==> src/rtl/sd_block_responder.sv <==
// rtl/sd_block_responder.sv - four-channel SD block responder bridging 512-byte blocks to a byte-wide backing store
module sd_block_responder #(
  parameter logic [31:0] MAX_LBA    = 32'h0000_FFFF,
  parameter int          GAP_CYCLES = 4
) (
  input  logic        clk,
  input  logic        reset_n,
  input  logic [31:0] sd_lba [4],
  input  logic [3:0]  sd_rd,
  input  logic [3:0]  sd_wr,
  output logic [3:0]  sd_ack,
  output logic [13:0] sd_buff_addr,
  output logic [7:0]  sd_buff_dout,
  output logic        sd_buff_wr,
  input  logic [7:0]  sd_buff_din [4],
  output logic [31:0] mem_addr,
  output logic        mem_rd,
  output logic        mem_wr,
  output logic [7:0]  mem_din,
  input  logic [7:0]  mem_dout,
  input  logic        mem_ready
);

  localparam logic [3:0] S_IDLE    = 4'd0;
  localparam logic [3:0] S_ARB     = 4'd1;
  localparam logic [3:0] S_RD_REQ  = 4'd2;
  localparam logic [3:0] S_RD_PUSH = 4'd3;
  localparam logic [3:0] S_WR_ADDR = 4'd4;
  localparam logic [3:0] S_WR_WAIT = 4'd5;
  localparam logic [3:0] S_WR_REQ  = 4'd6;
  localparam logic [3:0] S_DONE    = 4'd7;
  localparam logic [3:0] S_GAP     = 4'd8;

  localparam logic [15:0] GAP_LAST = 16'(GAP_CYCLES - 1);

  logic [3:0]  state_q, state_d;
  logic [1:0]  ch_q, ch_d;
  logic [1:0]  last_q, last_d;
  logic [31:0] lba_q, lba_d;
  logic        oob_q, oob_d;
  logic [8:0]  off_q, off_d;
  logic [7:0]  data_q, data_d;
  logic [15:0] cnt_q, cnt_d;

  logic [3:0]  req;
  logic [1:0]  pick;
  logic [1:0]  idx;
  logic        found;
  logic        xfer;

  // Round-robin search starts one past the last served channel.
  always_comb begin
    req   = sd_rd | sd_wr;
    pick  = 2'd0;
    idx   = 2'd0;
    found = 1'b0;
    for (int i = 0; i < 4; i++) begin
      idx = last_q + 2'(i + 1);
      if (!found && req[idx]) begin
        pick  = idx;
        found = 1'b1;
      end
    end
  end

  always_comb begin
    state_d = state_q;
    ch_d    = ch_q;
    last_d  = last_q;
    lba_d   = lba_q;
    oob_d   = oob_q;
    off_d   = off_q;
    data_d  = data_q;
    cnt_d   = cnt_q;
    case (state_q)
      S_IDLE: if (|req) state_d = S_ARB;
      S_ARB: begin
        if (found) begin
          ch_d    = pick;
          last_d  = pick;
          lba_d   = sd_lba[pick];
          oob_d   = (sd_lba[pick] > MAX_LBA);
          off_d   = 9'd0;
          state_d = sd_wr[pick] ? S_WR_ADDR : S_RD_REQ;
        end else begin
          state_d = S_IDLE;
        end
      end
      S_RD_REQ: begin
        if (oob_q || mem_ready) begin
          data_d  = oob_q ? 8'h00 : mem_dout;
          state_d = S_RD_PUSH;
        end
      end
      S_RD_PUSH: begin
        off_d   = off_q + 9'd1;
        state_d = (off_q == 9'd511) ? S_DONE : S_RD_REQ;
      end
      S_WR_ADDR: begin
        cnt_d   = 16'd0;
        state_d = S_WR_WAIT;
      end
      S_WR_WAIT: begin
        cnt_d = cnt_q + 16'd1;
        if (cnt_q == 16'd1) begin
          data_d  = sd_buff_din[ch_q];
          state_d = S_WR_REQ;
        end
      end
      S_WR_REQ: begin
        if (oob_q || mem_ready) begin
          off_d   = off_q + 9'd1;
          state_d = (off_q == 9'd511) ? S_DONE : S_WR_ADDR;
        end
      end
      S_DONE: begin
        cnt_d   = 16'd0;
        off_d   = 9'd0;
        state_d = (GAP_CYCLES == 0) ? S_IDLE : S_GAP;
      end
      S_GAP: begin
        cnt_d = cnt_q + 16'd1;
        if (cnt_q == GAP_LAST) state_d = S_IDLE;
      end
      default: state_d = S_IDLE;
    endcase
  end

  // Channel 0 is served first after reset because the pointer starts at 3.
  always_ff @(posedge clk) begin
    if (!reset_n) begin
      state_q <= S_IDLE;
      ch_q    <= 2'd0;
      last_q  <= 2'd3;
      lba_q   <= 32'd0;
      oob_q   <= 1'b0;
      off_q   <= 9'd0;
      data_q  <= 8'd0;
      cnt_q   <= 16'd0;
    end else begin
      state_q <= state_d;
      ch_q    <= ch_d;
      last_q  <= last_d;
      lba_q   <= lba_d;
      oob_q   <= oob_d;
      off_q   <= off_d;
      data_q  <= data_d;
      cnt_q   <= cnt_d;
    end
  end

  assign xfer = (state_q == S_RD_REQ) || (state_q == S_RD_PUSH) || (state_q == S_WR_ADDR) ||
                (state_q == S_WR_WAIT) || (state_q == S_WR_REQ);

  // Outputs are gated by state so idle and reset both present all zeros.
  assign sd_ack       = xfer ? (4'b0001 << ch_q) : 4'b0000;
  assign sd_buff_addr = xfer ? {5'b0, off_q} : 14'd0;
  assign sd_buff_wr   = (state_q == S_RD_PUSH);
  assign sd_buff_dout = sd_buff_wr ? data_q : 8'h00;
  assign mem_rd       = (state_q == S_RD_REQ) && !oob_q;
  assign mem_wr       = (state_q == S_WR_REQ) && !oob_q;
  assign mem_addr     = (mem_rd || mem_wr) ? {lba_q[22:0], off_q} : 32'd0;
  assign mem_din      = mem_wr ? data_q : 8'h00;

endmodule

==> config.mk <==
export PLATFORM = sky130hd
export DESIGN_NAME = sd_block_responder
export DESIGN_NICKNAME = d
export VERILOG_FILES = /design/src/rtl/sd_block_responder.sv
export SDC_FILE = /design/constraint.sdc
export NUM_CORES = 1
export LEC_CHECK = 0
export ABC_AREA = 0
export BUFFER_PORTS_ARGS = -buffer_cell sky130_fd_sc_hd__buf_2
export CAP_MARGIN = 20
export CORE_MARGIN = 5
export CORE_UTILIZATION = 46
export CTS_CLUSTER_DIAMETER = 30
export CTS_CLUSTER_SIZE = 25
export DETAILED_ROUTE_END_ITERATION = 10
export PLACE_DENSITY = 0.88
export SLEW_MARGIN = 20
export SYNTH_ARGS = -nofsm -noshare
export SYNTH_HDL_FRONTEND = slang
export SYNTH_SLANG_ARGS = --single-unit
==> constraint.sdc <==
create_clock -name clk -period 2.36 [get_ports clk]
set_input_delay 0.118 -clock clk [delete_from_list [all_inputs] [get_ports clk]]
set_output_delay 0.118 -clock clk [all_outputs]
set_load 0.05 [all_outputs]
Yosys cells after proc, flatten, opt, wreduce, memory -nomap -nowiden
Index checks and enable logic that the tools add are counted.
{ "classes": {"n_shift": 1, "n_reduce_logical": 26, "n_addsub": 5, "bitwise": 3, "n_eq_ne": 17, "muxes": 47, "mul": 0, "magnitude_cmp": 8, "div": 0} }
{ "ops": {"columns": ["operator", "count"], "rows": [
  ["two-way mux 32 bit", 3],
  ["binary-select mux 32 bit (select 2 bit)", 1],
  ["two-way mux 8 bit", 7],
  ["one-hot mux 4 bit (9 select lines)", 1],
  ["one-hot mux 9 bit (4 select lines)", 1],
  ["> comparator 32 x 16 -> 1 bit, second input constant", 1],
  ["one-hot mux 16 bit (2 select lines)", 1],
  ["two-way mux 9 bit", 3],
  ["two-way mux 4 bit", 6],
  ["adder 16 x 1 -> 16 bit, second input constant", 1],
  ["binary-select mux 8 bit (select 2 bit)", 1],
  ["equality test 16 x 1 -> 1 bit, second input constant", 1],
  ["equality test 16 x 2 -> 1 bit, second input constant", 1],
  ["equality test 4 x 3 -> 1 bit, second input constant", 4],
  ["one-hot mux 8 bit (2 select lines)", 1],
  ["less-than comparator 2 x 3 -> 1 bit, second input constant", 5],
  ["inequality test 2 bit, second input constant", 6],
  ["binary-select mux 1 bit (select 2 bit)", 5],
  ["two-way mux 2 bit", 5],
  ["adder 9 x 1 -> 9 bit, second input constant", 1],
  ["equality test 9 bit, second input constant", 1],
  ["two-way mux 1 bit", 9],
  ["two-way mux 3 bit", 3],
  ["equality test 4 x 2 -> 1 bit, second input constant", 2],
  ["19 further kinds", 37]
]} }
{ "totals": {"latch_bits": 0, "mem_count": 0, "ramBits": 0, "mem_bits_ro": 0, "ff_bits": 65} }

Depth between registers and ports, before layout
{ "logic_depth": {"word_depth": 18, "ltp_mapped": 10} }

Worst setup path after synthesis
No wires, ideal clock.
{ "synth_path": {"kind": "flip-flop to output port", "startpoint": "register state_q[2]", "endpoint": "output sd_ack[2]", "arrival_ns": 2.709, "setup_slack_ns": -0.467, "stages_incl_launch_ff": 5, "cell_sequence": "dfxtp_1 -> clkbuf_1 -> clkbuf_1 -> o21ai_0 -> nor4b_1"} }
{ "synth_via": {"elab_chain_cells": 6} }
{ "synth_lines": {"columns": ["item", "line_no", "source"], "rows": [
  ["start: declaration", "36", "logic [3:0] state_q, state_d;"],
  ["start signal: assignment", "141", "state_q <= state_d;"],
  ["equality test 4 x 2 -> 1 bit", "152", "assign xfer = (state_q == S_RD_REQ) || (state_q == S_RD_PUSH) || (state_q == S_WR_ADDR) ||"],
  ["logical OR 1 bit (3 in series)", "152", null],
  ["logical OR 1 bit *", "153", "(state_q == S_WR_WAIT) || (state_q == S_WR_REQ);"],
  ["two-way mux 4 bit *", "156", "assign sd_ack = xfer ? (4'b0001 << ch_q) : 4'b0000;"],
  ["end: declaration", "11", "output logic [3:0] sd_ack,"]
]} }
Mark *: on every way between the ends. The rest lies on a longest branch, timed or not.

Worst setup path after layout
{ "layout_path": {"startpoint": "register state_q[1]", "endpoint": "output mem_addr[25]"} }
{ "layout_via": {"elab_chain_cells": 4} }
{ "layout_lines": {"columns": ["item", "line_no", "source"], "rows": [
  ["equality test 4 x 2 -> 1 bit / equality test 4 x 3 -> 1 bit (equally long branches)", "160, 161", null],
  ["logical AND 1 bit (on tied branches)", "160, 161", null],
  ["logical OR 1 bit *", "162", "assign mem_addr = (mem_rd || mem_wr) ? {lba_q[22:0], off_q} : 32'd0;"],
  ["two-way mux 32 bit *", "162", null],
  ["end: declaration", "16", "output logic [31:0] mem_addr,"]
]} }
Marked as above.

==> flow_summary_export.csv <==
group,metric,value,unit
clock_network,hold_buffers,0,
synth,yosysTopAreaCell,"dfxtp_1",
place,port_buffers,242,
synth,ys_warn_count,0,
timing,layout_min_cycle_time,2.19,ns
timing,fin_crit_sh,92.6,%
global_route,groute.usage.overall,25.1,%
clock_network,cts_setup_buffers,0,
global_route,grt_pass1_wl,26200,µm
worst_setup_path,cp-end-kind,"primary output",
timing,tns,0,ns
hold_path,holdPathEnd,"last_q[1]",
place,place_congestion,0.975,
clock_network,cts_resized,0,
floorplan,die_h,112,µm
power_and_ir_drop,leakage,3.07,nW
detailed_routing,antenna_left,0,
floorplan,io_pins,248,
timing,finalSetupViolCount,0,
place,dp_hpwl,12900,µm
global_route,grt_antenna_before_repair,2,
hold_path,min_path_type,"in2reg",
clock_network,h-tree-depth,3,
clock_network,clock_latency,0.35,ns
timing,finClkSkew,0.0135,ns
cells_and_area,instances_no_fill,951,
synth,ys_ff_latch,65,
worst_setup_path,reg2reg_slack,0.26,ns
timing,hold_viol,0,
worst_setup_path,arrival,2.07,ns
detailed_routing,first_pass_iters,6,
worst_setup_path,reg2reg_from,"last_q[1]",
synth,synth.avg_cell_area,8.40,µm²
clock_network,path_clk_slew,0.07,ns
worst_setup_path,r2r-end,"oob_q",
worst_setup_path,crit_fanout,36,
synth,async_flop_share,0,%
synth,yosysUniqueCellTypes,56,
synth,ys.flop_type,"dfxtp_1",
cells_and_area,drive_gt1_share,41.5,%
cells_and_area,post-route-util,63.2,%
hold_path,holdPathStages,2,
synth,yosysTopAreaCellShare,27.1,%
detailed_routing,drt_iter0_drc,319,
floorplan,start_util,46.9,%
floorplan,rows,37,
global_route,overflow,0,
global_route,grt_max_degree,37,
detailed_routing,vias_per_cell,5.64,
worst_setup_path,crit_required,2.24,ns
power_and_ir_drop,peakVddDrop,593,µV
clock_network,clk_path_buf_depth,2,
synth,synthCells,571,
synth,syn_area,0.00480,mm²
detailed_routing,wl_per_cell,17.3,µm
floorplan,dieArea,0.0126,mm²
place,placed_cells,934,
synth,synth-edff-count,0,
clock_network,cts_tree,"yes",
synth,synthTopCellsByArea,"dfxtp_1, mux2i_1, and2_1",
cells_and_area,fin_nets,992,
job,cap_viol_max_count,0,
detailed_routing,wl,16500,µm
cells_and_area,synthToLayoutAreaGrowth,34.8,%
timing,relSlewSlack,50.1,%
global_route,grt_pass1_vias,5430,
run_status,status,"completed",
timing,drv_slew,0,
clock_network,cts_buffers,9,
timing,max_freq,457,MHz
timing,rsz0062_at_grt,"false",
clock_network,cts_sinks,65,
detailed_routing,routed-via-count,5368,
hold_path,min_from,"reset_n",
synth,yosysSeqAreaShare,27.1,%
worst_setup_path,reg2regPathDepth,8,
timing,worstMarginPinSlew,0.748,ns
clock_network,root_buffer,"clkbuf_8",
worst_setup_path,criticalPathCategory,"reg2out",
worst_setup_path,cp-start-kind,"flop",
floorplan,die_x,112,µm
floorplan,core_area,0.0102,mm²
detailed_routing,drcViolationCount,0,
power_and_ir_drop,p_per_area,839,mW/mm²
cell type report:
type / instances / area [µm²]
antenna: 1 / 2.50
clock buffer: 10 / 138
clock inverter: 6 / 90.1
fill: 858 / 3770
inverter: 6 / 22.5
multi-input combinational: 459 / 3270
sequential: 65 / 1300
tap: 136 / 170
timing repair buffer: 268 / 1470
worst max-delay path: stages (launching register included):
cell and delay, ns:
dfxtp_1 0.60, nand2_1 0.17, nor2_2 0.25, buf_12 0.23
and2_1 0.18, buf_2 0.27
report_power, final:
| group | switching, mW | internal (mW) | leakage (nW) |
|---|---|---|---|
| sequential | 0.258 | 1.33 | 0.529 |
| clock | 0.469 | 0.627 | 0.113 |
| combinational | 1.48 | 1.27 | 2.43 |
| total | 2.20 | 3.22 | 3.07 |
logic make-up (layout without fill, tap and decap cells):
group | Yosys count | in the layout | synth area share (%)
simple gates | 241 | 241 | 27.8
mux | 81 | 81 | 19.6
buf+inv | 51 | 290 | 5.58
flops | 65 | 65 | 27.1
other cells | 1 | 6 | 0.0782
fa+ha+maj | 4 | 4 | 1.04
xor+xnor | 7 | 7 | 1.28
compound gates | 121 | 121 | 17.5
worst max-delay path by stage:
stage	end	slack, ns	start	cells after the start
finish	mem_addr[25]	0.17	state_q[1]	5
global route	mem_addr[25]	0.04	state_q[1]	5
CTS	mem_addr[26]	0.18	state_q[1]	5
detailed placement	lba_q[5]	0.19	sd_rd[1]	9
global placement	lba_q[0]	0.29	sd_rd[1]	9
floorplan	sd_buff_addr[6]	0.06	state_q[2]	4
flip-flops by register name (all words and copies together), names as in the netlist:
register  flops
off_q         9
oob_q         1
lba_q        23
state_q       4
ch_q          2
cnt_q        16
data_q        8
last_q        2
Yosys cell counts, drive strengths merged (6+ instances only):
master	n
dfxtp	65
mux2i	50
and2	45
o21ai	40
nand2	35
nand3	34
nor2	30
clkbuf	29
a21oi	26
mux2	23
nor4	23
and3	20
buf	16
a31oi	10
nor3	10
o211a	10
mux4	8
nor3b	8
xnor2	7
a21boi	6
inv	6
nand4	6
nor2b	6
metal layers:
| layer | routed length, µm | vias to the layer above | part of all wire [%] | global-route usage [%] |
|---|---|---|---|---|
| met1 | 6270 | 2476 | 38 | 29.3 |
| li1 | - | 2589 | - | - |
| met2 | 7920 | 249 | 48 | 41.4 |
| met3 | 1600 | 52 | 9.7 | 8.84 |
| met4 | 699 | 2 | 4.2 | 11.6 |
| met5 | 13 | - | 0.079 | 0 |
layout by cell type, fill, tap and decap left out, types with 9 or more instances in the layout:
cell type and n:
o211a_1 10, and3_1 20, buf_2 241, mux2i_1 50
and2_1 45, nor4_1 21, o21ai_1 12, nand3_1 34
dfxtp_1 65, a21oi_1 26, buf_4 22, o21ai_2 13
nand2_1 35, clkbuf_8 10, a31oi_1 10, nor3_1 9
mux2_2 23, nor2_1 29, o21ai_0 15
stage by stage:
step | cell area [µm²] | setup WS [ns] | hold WS (ns) | total power, mW
floorplan | 4820 | 0.0618 | 0.355 | 3.57
global placement | 6230 | 0.286 | 0.441 | 4.26
detailed placement | 6230 | 0.193 | 0.447 | 4.33
CTS | 6460 | 0.182 | 0.162 | 5.43
global route | 6460 | 0.0387 | 0.184 | 5.74
finish | 6460 | 0.173 | 0.173 | 5.43
(Power assumes the default switching activity.)
